**src/rtl/gyro_frame_scheduler_if.sv**
```systemverilog
// Bundle between the gyro/video side and the per-frame scheduler.
// Ports: frame/gyro/zero/render-done inputs; start pulse, pose, busy, counters.
interface gyro_frame_scheduler_if #(
    parameter int COUNT_WIDTH = 8
);
    logic                   en_in;
    logic                   new_frame_in;
    logic                   gyro_valid_in;
    logic signed [15:0]     pitch_in;
    logic signed [15:0]     roll_in;
    logic signed [15:0]     yaw_in;
    logic                   zero_in;
    logic                   render_done_in;
    logic                   render_start_out;
    logic signed [15:0]     pitch_out;
    logic signed [15:0]     roll_out;
    logic signed [15:0]     yaw_out;
    logic                   busy_out;
    logic [COUNT_WIDTH-1:0] drop_count_out;
    logic [COUNT_WIDTH-1:0] stale_count_out;

    modport master (
        output en_in, new_frame_in, gyro_valid_in,
        output pitch_in, roll_in, yaw_in,
        output zero_in, render_done_in,
        input  render_start_out, pitch_out, roll_out, yaw_out,
        input  busy_out, drop_count_out, stale_count_out
    );

    modport slave (
        input  en_in, new_frame_in, gyro_valid_in,
        input  pitch_in, roll_in, yaw_in,
        input  zero_in, render_done_in,
        output render_start_out, pitch_out, roll_out, yaw_out,
        output busy_out, drop_count_out, stale_count_out
    );
endinterface

```
**src/rtl/gyro_frame_scheduler.sv**
```systemverilog
// Per-frame pose capture: latches offset-corrected gyro pose once per frame,
// pulses render start, tracks the render and counts overruns/stale poses.
// Ports: clk_in, rst_in (async, active high), bus (slave side of the bundle).
module gyro_frame_scheduler #(
    parameter int SAMPLE_TIMEOUT = 1024,
    parameter int COUNT_WIDTH    = 8
) (
    input logic                  clk_in,
    input logic                  rst_in,
    gyro_frame_scheduler_if.slave bus
);
    localparam int TW = (SAMPLE_TIMEOUT > 1) ? $clog2(SAMPLE_TIMEOUT) : 1;

    typedef enum logic [1:0] {
        IDLE,
        WAIT_SAMPLE,
        START,
        RENDER
    } state_t;

    state_t state, state_nx;

    logic [TW-1:0]          tmo_cnt;
    logic                   latch, timeout, cnt_clr, cnt_inc;
    logic                   fresh;
    logic signed [15:0]     lat_p, lat_r, lat_y;
    logic signed [15:0]     off_p, off_r, off_y;
    logic signed [15:0]     pose_p, pose_r, pose_y;
    logic signed [15:0]     src_p, src_r, src_y;
    logic [COUNT_WIDTH-1:0] drop_cnt, stale_cnt;

    // An incoming sample in the decision cycle beats the latched one.
    assign src_p = bus.gyro_valid_in ? bus.pitch_in : lat_p;
    assign src_r = bus.gyro_valid_in ? bus.roll_in  : lat_r;
    assign src_y = bus.gyro_valid_in ? bus.yaw_in   : lat_y;

    always_ff @(posedge clk_in or posedge rst_in) begin
        if (rst_in) state <= IDLE;
        else        state <= state_nx;
    end

    always_comb begin
        state_nx = state;
        latch    = 1'b0;
        timeout  = 1'b0;
        cnt_clr  = 1'b0;
        cnt_inc  = 1'b0;
        unique case (state)
            IDLE: begin
                if (bus.new_frame_in && bus.en_in) begin
                    state_nx = WAIT_SAMPLE;
                    cnt_clr  = 1'b1;
                end
            end
            WAIT_SAMPLE: begin
                if (bus.gyro_valid_in || fresh) begin
                    latch    = 1'b1;
                    state_nx = START;
                end else if (tmo_cnt == TW'(SAMPLE_TIMEOUT - 1)) begin
                    timeout  = 1'b1;
                    state_nx = START;
                end else begin
                    cnt_inc  = 1'b1;
                end
            end
            START: state_nx = RENDER;
            RENDER: begin
                if (bus.render_done_in) state_nx = IDLE;
            end
            default: state_nx = IDLE;
        endcase
    end

    always_ff @(posedge clk_in or posedge rst_in) begin
        if (rst_in) begin
            tmo_cnt   <= '0;
            fresh     <= 1'b0;
            lat_p     <= '0;
            lat_r     <= '0;
            lat_y     <= '0;
            off_p     <= '0;
            off_r     <= '0;
            off_y     <= '0;
            pose_p    <= '0;
            pose_r    <= '0;
            pose_y    <= '0;
            drop_cnt  <= '0;
            stale_cnt <= '0;
        end else begin
            if (cnt_clr)      tmo_cnt <= '0;
            else if (cnt_inc) tmo_cnt <= tmo_cnt + TW'(1);

            if (bus.gyro_valid_in) begin
                lat_p <= bus.pitch_in;
                lat_r <= bus.roll_in;
                lat_y <= bus.yaw_in;
            end

            // Consuming a sample wins over a new arrival in the same cycle.
            if (latch)                  fresh <= 1'b0;
            else if (bus.gyro_valid_in) fresh <= 1'b1;

            // Pose uses the old offset when zero_in lands on the latch edge.
            if (bus.zero_in) begin
                off_p <= src_p;
                off_r <= src_r;
                off_y <= src_y;
            end

            if (latch) begin
                pose_p <= src_p - off_p;
                pose_r <= src_r - off_r;
                pose_y <= src_y - off_y;
            end

            if (bus.new_frame_in && state != IDLE && !(&drop_cnt))
                drop_cnt <= drop_cnt + COUNT_WIDTH'(1);

            if (timeout && !(&stale_cnt))
                stale_cnt <= stale_cnt + COUNT_WIDTH'(1);
        end
    end

    assign bus.render_start_out = (state == START);
    assign bus.busy_out         = (state != IDLE);
    assign bus.pitch_out        = pose_p;
    assign bus.roll_out         = pose_r;
    assign bus.yaw_out          = pose_y;
    assign bus.drop_count_out   = drop_cnt;
    assign bus.stale_count_out  = stale_cnt;
endmodule

```
**src/flat_wrapper.sv**
```systemverilog
// flat-port wrapper written by rule: the top's interface ports become plain ports
module gyro_frame_scheduler_flat 
#(
    parameter int SAMPLE_TIMEOUT = 1024,
    parameter int COUNT_WIDTH    = 8
)
  (clk_in, rst_in, bus_en_in, bus_new_frame_in, bus_gyro_valid_in, bus_pitch_in, bus_roll_in, bus_yaw_in, bus_zero_in, bus_render_done_in, bus_render_start_out, bus_pitch_out, bus_roll_out, bus_yaw_out, bus_busy_out, bus_drop_count_out, bus_stale_count_out);
  gyro_frame_scheduler_if #(.COUNT_WIDTH(COUNT_WIDTH)) bus_i ();
  input logic clk_in;
  input logic rst_in;
  input wire logic [$bits(bus_i.en_in)-1:0] bus_en_in;
  input wire logic [$bits(bus_i.new_frame_in)-1:0] bus_new_frame_in;
  input wire logic [$bits(bus_i.gyro_valid_in)-1:0] bus_gyro_valid_in;
  input wire logic [$bits(bus_i.pitch_in)-1:0] bus_pitch_in;
  input wire logic [$bits(bus_i.roll_in)-1:0] bus_roll_in;
  input wire logic [$bits(bus_i.yaw_in)-1:0] bus_yaw_in;
  input wire logic [$bits(bus_i.zero_in)-1:0] bus_zero_in;
  input wire logic [$bits(bus_i.render_done_in)-1:0] bus_render_done_in;
  output wire logic [$bits(bus_i.render_start_out)-1:0] bus_render_start_out;
  output wire logic [$bits(bus_i.pitch_out)-1:0] bus_pitch_out;
  output wire logic [$bits(bus_i.roll_out)-1:0] bus_roll_out;
  output wire logic [$bits(bus_i.yaw_out)-1:0] bus_yaw_out;
  output wire logic [$bits(bus_i.busy_out)-1:0] bus_busy_out;
  output wire logic [$bits(bus_i.drop_count_out)-1:0] bus_drop_count_out;
  output wire logic [$bits(bus_i.stale_count_out)-1:0] bus_stale_count_out;
  assign bus_i.en_in = bus_en_in;
  assign bus_i.new_frame_in = bus_new_frame_in;
  assign bus_i.gyro_valid_in = bus_gyro_valid_in;
  assign bus_i.pitch_in = bus_pitch_in;
  assign bus_i.roll_in = bus_roll_in;
  assign bus_i.yaw_in = bus_yaw_in;
  assign bus_i.zero_in = bus_zero_in;
  assign bus_i.render_done_in = bus_render_done_in;
  assign bus_render_start_out = bus_i.render_start_out;
  assign bus_pitch_out = bus_i.pitch_out;
  assign bus_roll_out = bus_i.roll_out;
  assign bus_yaw_out = bus_i.yaw_out;
  assign bus_busy_out = bus_i.busy_out;
  assign bus_drop_count_out = bus_i.drop_count_out;
  assign bus_stale_count_out = bus_i.stale_count_out;
  gyro_frame_scheduler #(.SAMPLE_TIMEOUT(SAMPLE_TIMEOUT), .COUNT_WIDTH(COUNT_WIDTH)) u_core (.clk_in(clk_in), .rst_in(rst_in), .bus(bus_i));
endmodule
```
**config.mk**
```make
export PLATFORM = sky130hd
export DESIGN_NAME = gyro_frame_scheduler_flat
export DESIGN_NICKNAME = d
export VERILOG_FILES = /design/src/rtl/gyro_frame_scheduler_if.sv /design/src/rtl/gyro_frame_scheduler.sv /design/src/flat_wrapper.sv
export SDC_FILE = /design/constraint.sdc
export NUM_CORES = 1
export LEC_CHECK = 0
export ABC_AREA = 1
export BUFFER_PORTS_ARGS = -buffer_cell sky130_fd_sc_hd__buf_2
export CAP_MARGIN = 20
export CORE_MARGIN = 5
export CORE_UTILIZATION = 60
export DETAILED_ROUTE_END_ITERATION = 8
export GPL_ROUTABILITY_DRIVEN = 0
export MAX_ROUTING_LAYER = met4
export PLACE_DENSITY_LB_ADDON = 0.08
export SLEW_MARGIN = 20
export SYNTH_ARGS = -nofsm -noshare
export SYNTH_HDL_FRONTEND = slang
export SYNTH_SLANG_ARGS = --single-unit
```
**constraint.sdc**
```tcl
create_clock -name clk_in -period 7.4 [get_ports clk_in]
set_clock_uncertainty 0.1 [all_clocks]
set_input_delay 0.37 -clock clk_in [delete_from_list [all_inputs] [get_ports clk_in]]
set_output_delay 0.37 -clock clk_in [all_outputs]
set_load 0.01 [all_outputs]
```
After elaboration in Yosys (flattened, before gate mapping). Index checks and enable logic that the tools add are counted.

Register bits after elaboration: 173. Input port bits: 55. Output and inout bits: 66. Word-level logic and storage cells: 63.

Add/sub/neg operators: 6. Equal/unequal tests: 7. Muxes and demuxes: 22. Reductions and logical operators: 14.

Operator list (number): $mux W16 (3); $sub A16 B16 Y16 (3); $mux W10 (2); $add A8 B1 Y8 const B (2); $reduce_and A8 Y1 (2); $mux W1 (12); $add A10 B1 Y10 const B (1); $eq A10 B10 Y1 const B (1); $mux W2 (4); $pmux W2 S4 (1); $reduce_bool A2 Y1 (3); $eq A2 B2 Y1 const B (2); $logic_and A1 B1 Y1 (4); $ne A3 B1 Y1 const B (1); $reduce_and A3 Y1 (1); $eq A2 B1 Y1 const B (1); $logic_not A1 Y1 (2); $logic_not A2 Y1 (1); $ne A2 B1 Y1 const B (1); $ne A2 B2 Y1 const B (1); $logic_or A1 B1 Y1 (1).

Longest topological paths before layout.
Depth after elaboration: 6. Mapped depth: 16. Depth with buffers taken out: 15.

Worst setup path before layout. No wires, ideal clock.

Path type: input-to-reg. Start: input port bus_gyro_valid_in. End: register u_core.pose_y[7] (netlist: u_core.bus.yaw_out[7]). Setup time: 0.118 ns. Arrival: 2.270 ns. Required time: 7.182 ns. Slack: 4.912 ns. Cell stages on the path: 10. Path buffers: 2. Cell sequence: buf_4 -> buf_2 -> mux2_2 -> ha_1 -> or2_2 -> nand3_1 -> nand2_1 -> or2_2 -> nand3_1 -> nand2_1.

Elaborated cells on any way between the ends: 5. Those cells by class: add/sub (1); mux (3); reduce/logical (1).

RTL lines: start: declaration (RTL line flat_wrapper.sv:13) `input wire logic [$bits(bus_i.gyro_valid_in)-1:0] bus_gyro_valid_in;`; $mux W16 (RTL line gyro_frame_scheduler.sv:35) `assign src_y = bus.gyro_valid_in ? bus.yaw_in : lat_y;`; net u_core.src_y[2] (RTL line gyro_frame_scheduler.sv:29) `logic signed [15:0] src_p, src_r, src_y;`; $sub A16 B16 Y16 (RTL line gyro_frame_scheduler.sv:113) `pose_y <= src_y - off_y;`; end signal: assignment (RTL line gyro_frame_scheduler.sv:113); end: declaration (RTL line gyro_frame_scheduler.sv:28) `logic signed [15:0] pose_p, pose_r, pose_y;`.

The timed path passes the listed nets, and every way through them passes these cells. A chain may end at the register's enable or synchronous reset.

Worst setup path after layout.
Start: input port bus_gyro_valid_in. End: register u_core.pose_y[8] (netlist: u_core.bus.yaw_out[8]).

Longest elaborated chain between the ends: 3. Elaborated cells on any way between the ends: 5. Those cells by class: add/sub (1); mux (3); reduce/logical (1).

RTL lines: parallel branches: the longest is 3 deep, another holds $sub A16 B16 Y16.

Parallel ways; which one is timed is not known.

==> flow_metrics.env <==
export IMPL_post_cts_buffers=0
export IMPL_path_max_fanout=56
export IMPL_layout_drive_gt1_share_pct=16.5
export IMPL_yosys_warnings=0
export IMPL_design_area_um2=11200
export IMPL_ant_nets=0
export IMPL_wl_per_cell_um=13.1
export IMPL_gr_usage_all_layers_pct=23.6
export IMPL_initial_core_util_pct=61.5
export IMPL_max_slew_margin_pct=40.7
export IMPL_synth_xor_area_share_pct=2.95
export IMPL_grt_pass1_vias=7543
export IMPL_fp_row_count=46
export IMPL_synth_top_family_by_area="simple AND/OR/NAND/NOR gates"
export IMPL_status="complete, no violations"
export IMPL_nets=1478
export IMPL_drtPass1Iterations=5
export IMPL_die_w_um=138
export IMPL_synth_simple_area_share_pct=25.0
export IMPL_cts_sinks=173
export IMPL_crit_buf_inv=3
export IMPL_cts_tree="done"
export IMPL_antenna_cells=0
export IMPL_synth_async_reset_ratio_pct=100
export IMPL_htree_levels=4
export IMPL_cts_root_buffer="clkbuf_16"
export IMPL_viasPerCell=5.00
export IMPL_critPathRequiredTime_ns=7.61
export IMPL_vias=7968
export IMPL_cp_top_family="buffers and inverters"
export IMPL_clockBufferDepth=2
export IMPL_powerDensity_nw_per_um2=309
export IMPL_drt_iter0_drc=396
export IMPL_fmax_ghz=0.377
export IMPL_p_leak_nw=6.15
export IMPL_route_detailed_drc=0
export IMPL_dpl_cell_area_um2=10600
export IMPL_setup_viol=0
export IMPL_finalCritPeriodShare_pct=35.8
export IMPL_routed_wl_um=20900
export IMPL_r2r_slack_ns=5.04
export IMPL_crit_type="primary input to register"
export IMPL_netlist_instances=1248
export IMPL_die_h_um=138
export IMPL_fin_tns_setup_ns=0
export IMPL_grt_overflow=0
export IMPL_synth_area_um2=9810
export IMPL_die_area_um2=19000
export IMPL_slew_violations=0
export IMPL_worstPathCellList="buf_2, buf_4, nand2_1, o21ai_0, ha_1, inv_1, fa_1, nand2_1, nand2_1, and2_1, nand2_1, nand2_1, o21ai_0, nand2_1"
export IMPL_synthMuxAreaShare_pct=4.82
export IMPL_portBuffers=120
export IMPL_cts_hold_buf=0
export IMPL_endpoint_kind="register"
export IMPL_synthAdderAreaFrac_pct=7.63
export IMPL_clkTransAtPathRegs_ns=0.07
export IMPL_irDropWorstVdd_mv=0.210
export IMPL_period_needed_ns=2.65
export IMPL_final_util_pct=70.3
export IMPL_synth_seq_cells=173
export IMPL_synth_edf_count=0
export IMPL_fin_ws_ns=4.75
export IMPL_synthFlopType="dfrtp_1"
export IMPL_min_delay_path_class="primary input to asynchronous set/reset pin"
export IMPL_critPathSlowestCell="buf_4"
export IMPL_worst_slew_pin_slew_ns=0.889
export IMPL_rsz0062_at_grt="no"
export IMPL_coreArea_um2=15900
export IMPL_avgSynthCellArea_um2=7.86
export IMPL_antenna_found_initial=0
export IMPL_cts_buffers=17
export IMPL_path_common_cell="nand2_1"
export IMPL_area_growth_syn_to_layout_pct=14.3
export IMPL_clock_latency_ns=0.43
export IMPL_cap_violations=0
export IMPL_grt_max_degree=102
export IMPL_hold_violations=0
export IMPL_syn_nets=1361
export IMPL_ys_seq_area_share_pct=44.1
export IMPL_grt_pass1_wl_um=34800
export IMPL_synth_compound_area_share_pct=6.17
export IMPL_dp_hpwl_um=14900
export IMPL_synth_distinct_cells=34
export IMPL_dp_slack_ns=4.28
export IMPL_start_kind="primary input"
export IMPL_cp_slowest_stage_delay_ns=0.62
export IMPL_cts_resized=0
export IMPL_cp_arrival_ns=2.86
export IMPL_boundaryPins=121
[power by group]
| group | leakage [nW] | internal, mW | switching [mW] |
|---|---|---|---|
| Sequential | 2.13 | 1.17 | 0.126 |
| Combinational | 3.73 | 0.461 | 0.779 |
| Clock | 0.298 | 0.538 | 0.394 |
| Total | 6.15 | 2.17 | 1.30 |
[final timing paths]
check,from,end,cells after the start
max reg2reg,u_core.lat_y[0],u_core.bus.yaw_out[8],11
min,rst_in,u_core.bus.drop_count_out[0],2
min reg2reg,u_core.bus.yaw_out[1],u_core.bus.yaw_out[1],2
min in group clk_in,bus_pitch_in[4],u_core.lat_p[4],2
max,bus_gyro_valid_in,u_core.bus.yaw_out[8],14
max in group asynchronous,rst_in,u_core.lat_y[7],3
[cell families after synthesis]
| group | count (synthesis) |
|---|---|
| AO/OA/AOI/OAI | 117 |
| XOR/XNOR | 33 |
| adder cells (fa/ha/maj) | 58 |
| buffers and inverters | 236 |
| flip-flops | 173 |
| multiplexers | 42 |
| AND/OR/NAND/NOR | 589 |
[worst reg2reg max path, delay by kind of cell, from the launching register on]
family / cells / cell delay [ns]
adders and majority gates: 2 / 0.63
and+or+nand+nor: 6 / 0.55
DFF: 1 / 0.37
AOI/OAI and AO/OA: 2 / 0.51
buffers and inverters: 1 / 0.08
[cells in the final DEF (no fill, tap or decap), types with 4 or more instances in the layout]
cell,Yosys,final
clkbuf_16,0,17
a21oi_1,21,21
o21ai_0,79,79
nand3_1,65,65
buf_2,6,120
inv_6,0,4
inv_2,3,4
nand3b_1,6,6
buf_4,6,4
and2_1,4,4
dfrtp_1,173,173
or2_2,9,9
nand2_2,4,4
mux2_2,42,42
nand4_1,6,6
nand2_1,429,429
nor3_1,15,15
nor2_1,43,43
xnor2_1,21,21
ha_1,55,55
xor2_1,12,12
o21ai_1,10,9
inv_1,207,205
[routing by layer]
layer / GRT usage, % / wire (um)
met5: - / 0
met4: 6.15 / 287
met3: 4.03 / 886
met2: 39.1 / 10200
met1: 30.5 / 9590
[final cells by class]
class                      instances  area, um^2
inverter                         210         793
timing repair buffer             124         631
sequential                       173        4330
multi-input combinational        839        4570
clock buffer                      17         425
clock inverter                    15         186
fill                            1365        4730
tap                              216         270
[metrics by stage]
stage          hold WS [ns]  std cells  power, mW
6_report             0.0283       1594       3.47
3_5_place_dp          0.364       1562       2.55
5_1_grt              0.0958       1594       3.73
4_1_cts              0.0717       1594       3.50
2_1_floorplan         0.357       1248       2.16
3_3_place_gp          0.359       1562       2.52
[synthesized netlist by cell type, types with 4 or more instances]
cell type,n,area (um^2)
dfrtp_1,173,4330
a21oi_1,21,105
nor3_1,15,75.1
ha_1,55,688
and2_1,4,25.0
nand2_1,429,1610
mux2_2,42,473
nor2_1,43,161
nand2_2,4,25.0
nand4_1,6,37.5
clkbuf_1,11,41.3
inv_1,207,777
o21ai_1,10,50.1
o21ai_0,79,395
nand3_1,65,325
xor2_1,12,105
buf_2,6,30.0
buf_4,6,45.0
nand3b_1,6,45.0
or2_2,9,56.3
xnor2_1,21,184
[state kept, by name (all words and copies together), names as in the netlist]
signal,flops
u_core.tmo_cnt,10
u_core.bus.roll_out,16
u_core.bus.yaw_out,16
u_core.lat_r,16
u_core.bus.drop_count_out,8
u_core.off_p,16
u_core.lat_y,16
u_core.lat_p,16
u_core.off_r,16
u_core.fresh,1
u_core.bus.stale_count_out,8
u_core.state,2
u_core.bus.pitch_out,16
u_core.off_y,16
No activity file was read; power rests on OpenSTA's default activity.
